[src/rtl/ddr_wr_packer.sv]
// Packs 64-bit acquisition beats into 512-bit words for the DDR write FIFO,
// padding and flushing the partial word at end of frame, then signalling complete.
module ddr_wr_packer #(
    parameter int                   DIN_WIDTH  = 64,
    parameter int                   DOUT_WIDTH = 512,
    parameter logic [DIN_WIDTH-1:0] PAD_BEAT   = '0,
    parameter int                   CNT_WIDTH  = 32
) (
    input  logic                  clk_250m,
    input  logic                  rst_n,
    input  logic                  start,
    input  logic [DIN_WIDTH-1:0]  din,
    input  logic                  din_valid,
    input  logic                  din_last,
    output logic                  din_ready,
    output logic                  fifo_wr_en,
    output logic [DOUT_WIDTH-1:0] fifo_wr_data,
    input  logic                  fifo_full,
    input  logic                  fifo_prog_full,
    output logic                  complete,
    output logic [CNT_WIDTH-1:0]  word_cnt,
    output logic                  overflow
);

    localparam int N      = DOUT_WIDTH / DIN_WIDTH;
    localparam int LANE_W = (N > 1) ? $clog2(N) : 1;

    typedef enum logic [1:0] {IDLE, PACK, FLUSH, DONE} state_t;

    state_t                state;
    logic [LANE_W-1:0]     lane;
    logic [DOUT_WIDTH-1:0] acc;
    logic [DOUT_WIDTH-1:0] packed_word;
    logic [CNT_WIDTH-1:0]  cnt_next;
    logic                  beat_ok;
    logic                  lane_top;

    assign din_ready = (state == PACK) && !fifo_prog_full;
    assign beat_ok   = din_valid && din_ready;
    assign lane_top  = (lane == LANE_W'(N - 1));
    assign cnt_next  = (word_cnt == '1) ? word_cnt : word_cnt + 1'b1;

    // Word as it stands once the current beat is merged; lanes above a final
    // beat take the pad value so a flushed word never carries stale data.
    always_comb begin
        // NOTE: default first so every path assigns packed_word and no latch is inferred.
        packed_word = acc;
        for (int i = 0; i < N; i++) begin
            if (LANE_W'(i) == lane)
                packed_word[i*DIN_WIDTH +: DIN_WIDTH] = din;
            else if ((LANE_W'(i) > lane) && din_last)
                packed_word[i*DIN_WIDTH +: DIN_WIDTH] = PAD_BEAT;
        end
    end

    // NOTE: all state uses non-blocking assignments so every register samples pre-edge values.
    always_ff @(posedge clk_250m or negedge rst_n) begin
        if (!rst_n) begin
            state        <= IDLE;
            lane         <= '0;
            acc          <= '0;
            fifo_wr_en   <= 1'b0;
            fifo_wr_data <= '0;
            complete     <= 1'b0;
            word_cnt     <= '0;
            overflow     <= 1'b0;
        end else begin
            fifo_wr_en <= 1'b0;
            case (state)
                IDLE, DONE: begin
                    complete <= (state == DONE);
                    if (start) begin
                        state    <= PACK;
                        lane     <= '0;
                        word_cnt <= '0;
                        complete <= 1'b0;
                        overflow <= 1'b0;
                    end
                end
                PACK: begin
                    if (beat_ok) begin
                        acc  <= packed_word;
                        lane <= lane_top ? '0 : lane + 1'b1;
                        if (lane_top) begin
                            // A full word that cannot be written is dropped, not stalled.
                            if (fifo_full) begin
                                overflow <= 1'b1;
                            end else begin
                                fifo_wr_en   <= 1'b1;
                                fifo_wr_data <= packed_word;
                                word_cnt     <= cnt_next;
                            end
                            if (din_last)
                                state <= DONE;
                        end else if (din_last) begin
                            state <= FLUSH;
                        end
                    end
                end
                FLUSH: begin
                    if (!fifo_full) begin
                        fifo_wr_en   <= 1'b1;
                        fifo_wr_data <= acc;
                        word_cnt     <= cnt_next;
                        state        <= DONE;
                    end
                end
                default: state <= IDLE;
            endcase
        end
    end

endmodule

[config.mk]
export PLATFORM = sky130hd
export DESIGN_NAME = ddr_wr_packer
export DESIGN_NICKNAME = d
export VERILOG_FILES = /design/src/rtl/ddr_wr_packer.sv
export SDC_FILE = /design/constraint.sdc
export NUM_CORES = 2
export LEC_CHECK = 0
export CAP_MARGIN = 20
export CORE_MARGIN = 2
export CORE_UTILIZATION = 45
export CTS_CLUSTER_DIAMETER = 40
export DETAILED_ROUTE_END_ITERATION = 6
export DONT_BUFFER_PORTS = 1
export SYNTH_ARGS = -nofsm -noshare
export SYNTH_HDL_FRONTEND = slang
export SYNTH_SLANG_ARGS = --single-unit
[constraint.sdc]
create_clock -name clk_250m -period 2.48 [get_ports clk_250m]
set_input_delay 0.62 -clock clk_250m [delete_from_list [all_inputs] [get_ports clk_250m]]
set_output_delay 0.62 -clock clk_250m [all_outputs]
set_load 0.05 [all_outputs]
==> flow_metrics.py <==
metrics = {
    "run_status": {
        "status": "complete, but fails checks",
        "violations": "negative hold slack",
    },
    "drt": {
        "drcViolationCount": 0,
        "wire_per_inst_um": 31.0,
        "routed_via_density": 6.48,
        "wl_um": 159000,
        "postRouteAntennaNets": 0,
        "drt-pass1-iter-count": 5,
        "drt_iter0_drc": 3801,
        "route.vias.total": 33278,
    },
    "place": {
        "io_buffer_count": 0,
        "gp_congestion": 0.828,
        "dp_hpwl_um": 88500,
        "pre_cts_slack_ps": 77.6,
        "placed_area_sq_um": 44800,
    },
    "grt": {
        "antenna_found_initial": 2,
        "grt_pass1_vias": 31779,
        "grt_max_degree": 1065,
        "grtUsageTotal_pct": 32.0,
        "grt_pass1_wl_um": 233000,
        "overflow": 0,
    },
    "pwr": {
        "p_leak_nw": 22.5,
        "max-vdd-ir-drop_v": 0.000914,
        "powerDensity_nw_per_um2": 1200,
        "total_power_w": 0.0611,
    },
    "synthesis": {
        "syn_area_sq_um": 43000,
        "synthCells": 3843,
        "synth_top_area_cell": "dfrtp_1",
        "synth_cell_types": 56,
        "yosysMostFrequentCell": "dfrtp_1",
        "synth-seq-cells": 1064,
        "yosysSeqAreaShare_pct": 62.0,
        "synth-edff-count": 0,
        "synth-main-ff-cell": "dfrtp_1",
        "synth_area_leaders": "dfrtp_1 62%, a22o_1 11%, a22oi_1 9.0%",
        "yosysWarnings": 0,
        "yosys-top-cells-count": "1064 x dfrtp_1, 537 x nand2_1, 531 x o21ai_0, 520 x a22o_1, 514 x a22oi_1",
        "syn_nets": 3922,
        "synth.top_cell.area_share_pct": 62.0,
        "avgSynthCellArea_sq_um": 11.2,
        "async_flop_share_pct": 100,
    },
    "setup_path": {
        "critPathKind": "reg -> reg",
        "cpMostUsedCell": "ha_1",
        "path_max_fanout": 89,
        "max_stage_delay_ps": 400,
        "cpMaxStageDelayCell": "dfrtp_1",
        "crit_family": "buffers and inverters",
        "crit_path_end_kind": "flip-flop",
        "arrival_ps": 2940,
        "crit_chain": "ha_1 -> ha_1 -> nand4b_1 -> a21oi_2 -> o21bai_4 -> buf_12 -> buf_16 -> o21ai_0",
        "required_ps": 3080,
        "crit_buf_inv": 2,
        "setup.worst_path.start_class": "flip-flop",
    },
    "timing": {
        "tns_ps": 0,
        "period_needed_ps": 2340,
        "setup_ws_ps": 137,
        "slew_headroom_pct": 22.0,
        "tightest_slew_ps": 1170,
        "max_freq_mhz": 427,
        "hold_viol": 69,
        "finalSetupViolCount": 0,
        "finalClockSkew_ps": 41.5,
        "fin_crit_sh_pct": 94.5,
        "whs_ps": -115,
        "slew_violations": 0,
    },
    "hold_path": {
        "hold_class": "in -> async",
    },
    "job": {
        "cap_violations": 0,
    },
    "cells_and_area": {
        "design_area_sq_um": 50800,
        "nets": 3837,
        "synthToLayoutAreaGrowth_pct": 18.3,
        "drive_gt1_share_pct": 11.7,
    },
    "floorplanning": {
        "die_w_um": 313,
        "core_sq_um": 94900,
        "die_y_um": 313,
        "io_pins": 619,
        "start_util_pct": 45.3,
        "row_count": 113,
        "die_area_sq_um": 98000,
    },
    "clock_tree": {
        "cts.sinks": 1064,
        "cts_made_buffers": 142,
        "cts_root_buf": "clkbuf_16",
        "h-tree-depth": 4,
        "clock_latency_ps": 750,
        "cts_tree": "done",
        "clk_pin_slew_ps": 60,
        "cts.path.max_buffers": 3,
    },
}
[logic make-up (layout without fill, tap and decap cells)]
group                    after synthesis  after routing  share of synthesized area (%)
AND/OR/NAND/NOR                      641            641                           6.27
AO/OA/AOI/OAI                       1650           1650                           27.1
buffers and inverters                478            505                           4.35
adder cells (fa/ha/maj)                8              8                          0.233
other                                  0              1                              0
multiplexers                           2              2                         0.0495
flip-flops                          1064           1064                           62.0
[what timing repair did]
action                                  4_1_cts  5_1_grt
hold endpoints to repair                   1554       40
endpoints found under the setup margin        1      359
buffers inserted                              0        2
resized for setup                             4       10
gates cloned                                  0        3
pin swaps                                     0        1
hold buffers                                 71        2
[layer usage]
metal,GRT usage [%],up-vias,routed length (um)
met4,11.8,2,5830
met1,44.4,17046,64500
met5,0,-,13
met3,9.20,334,16500
met2,47.9,1892,72200
li1,-,14004,-
[worst paths after layout]
path,startpoint,to,slack [ps],cells past startpoint
setup / recovery,lane[0],fifo_wr_data[476],140,8
hold / removal,rst_n,acc[450],-120,1
setup reg to reg,lane[0],fifo_wr_data[476],140,8
hold reg to reg,acc[218],acc[218],490,1
max in group asynchronous,rst_n,fifo_wr_data[411],670,3
min in group clk_250m,din[31],acc[223],50,1
[area by class of cell]
| cell class | count | area, sq um |
|---|---|---|
| clock inverter | 77 | 1070 |
| fill | 8134 | 44000 |
| clock buffer | 179 | 3920 |
| sequential | 1064 | 26600 |
| inverter | 7 | 26.3 |
| multi-input combinational | 2301 | 14700 |
| timing repair buffer | 242 | 2910 |
| tap | 1265 | 1580 |
| antenna | 1 | 2.50 |
[flip-flops by register name, indices dropped and copies added (netlist names)]
register,flops
complete,1
lane,3
fifo_wr_en,1
acc,512
fifo_wr_data,512
overflow,1
state,2
word_cnt,32
[where the power goes]
group / switching (W) / leakage, nW / internal, W
sequential: 0.00556 / 14.7 / 0.0195
combinational: 0.0102 / 5.38 / 0.00438
clock: 0.00815 / 2.41 / 0.0133
total: 0.0239 / 22.5 / 0.0371
[metrics by stage]
step | instances | utilization, %
after detailed placement | 4796 | 47.2
after floorplan | 3843 | -
after global placement | 4796 | 47.2
after CTS | 5123 | 53.2
after global routing | 5135 | 53.6
final | 5136 | 53.6
[placed cells by master, fill, tap and decap left out, types with 6 or more instances in the layout]
cell and count:
ha_1 7, bufinv_16 19, a22oi_1 514, clkbuf_8 16, dfrtp_1 1063, o31ai_1 10, clkbuf_16 148, buf_12 52
a31oi_1 20, inv_6 9, and3_1 6, inv_1 6, clkbuf_1 18, clkinv_4 9, nand3_1 10, dlygate4sd3_1 72
a21oi_1 14, nand4_1 13, o21ai_0 531, o211ai_1 8, buf_4 100, clkinv_2 19, clkinvlp_4 13, nand2_1 535
buf_16 9, a21o_1 7, a22o_1 520, nor2_1 17, and4_1 6
Note: power is estimated with default switching activity, not from simulation.
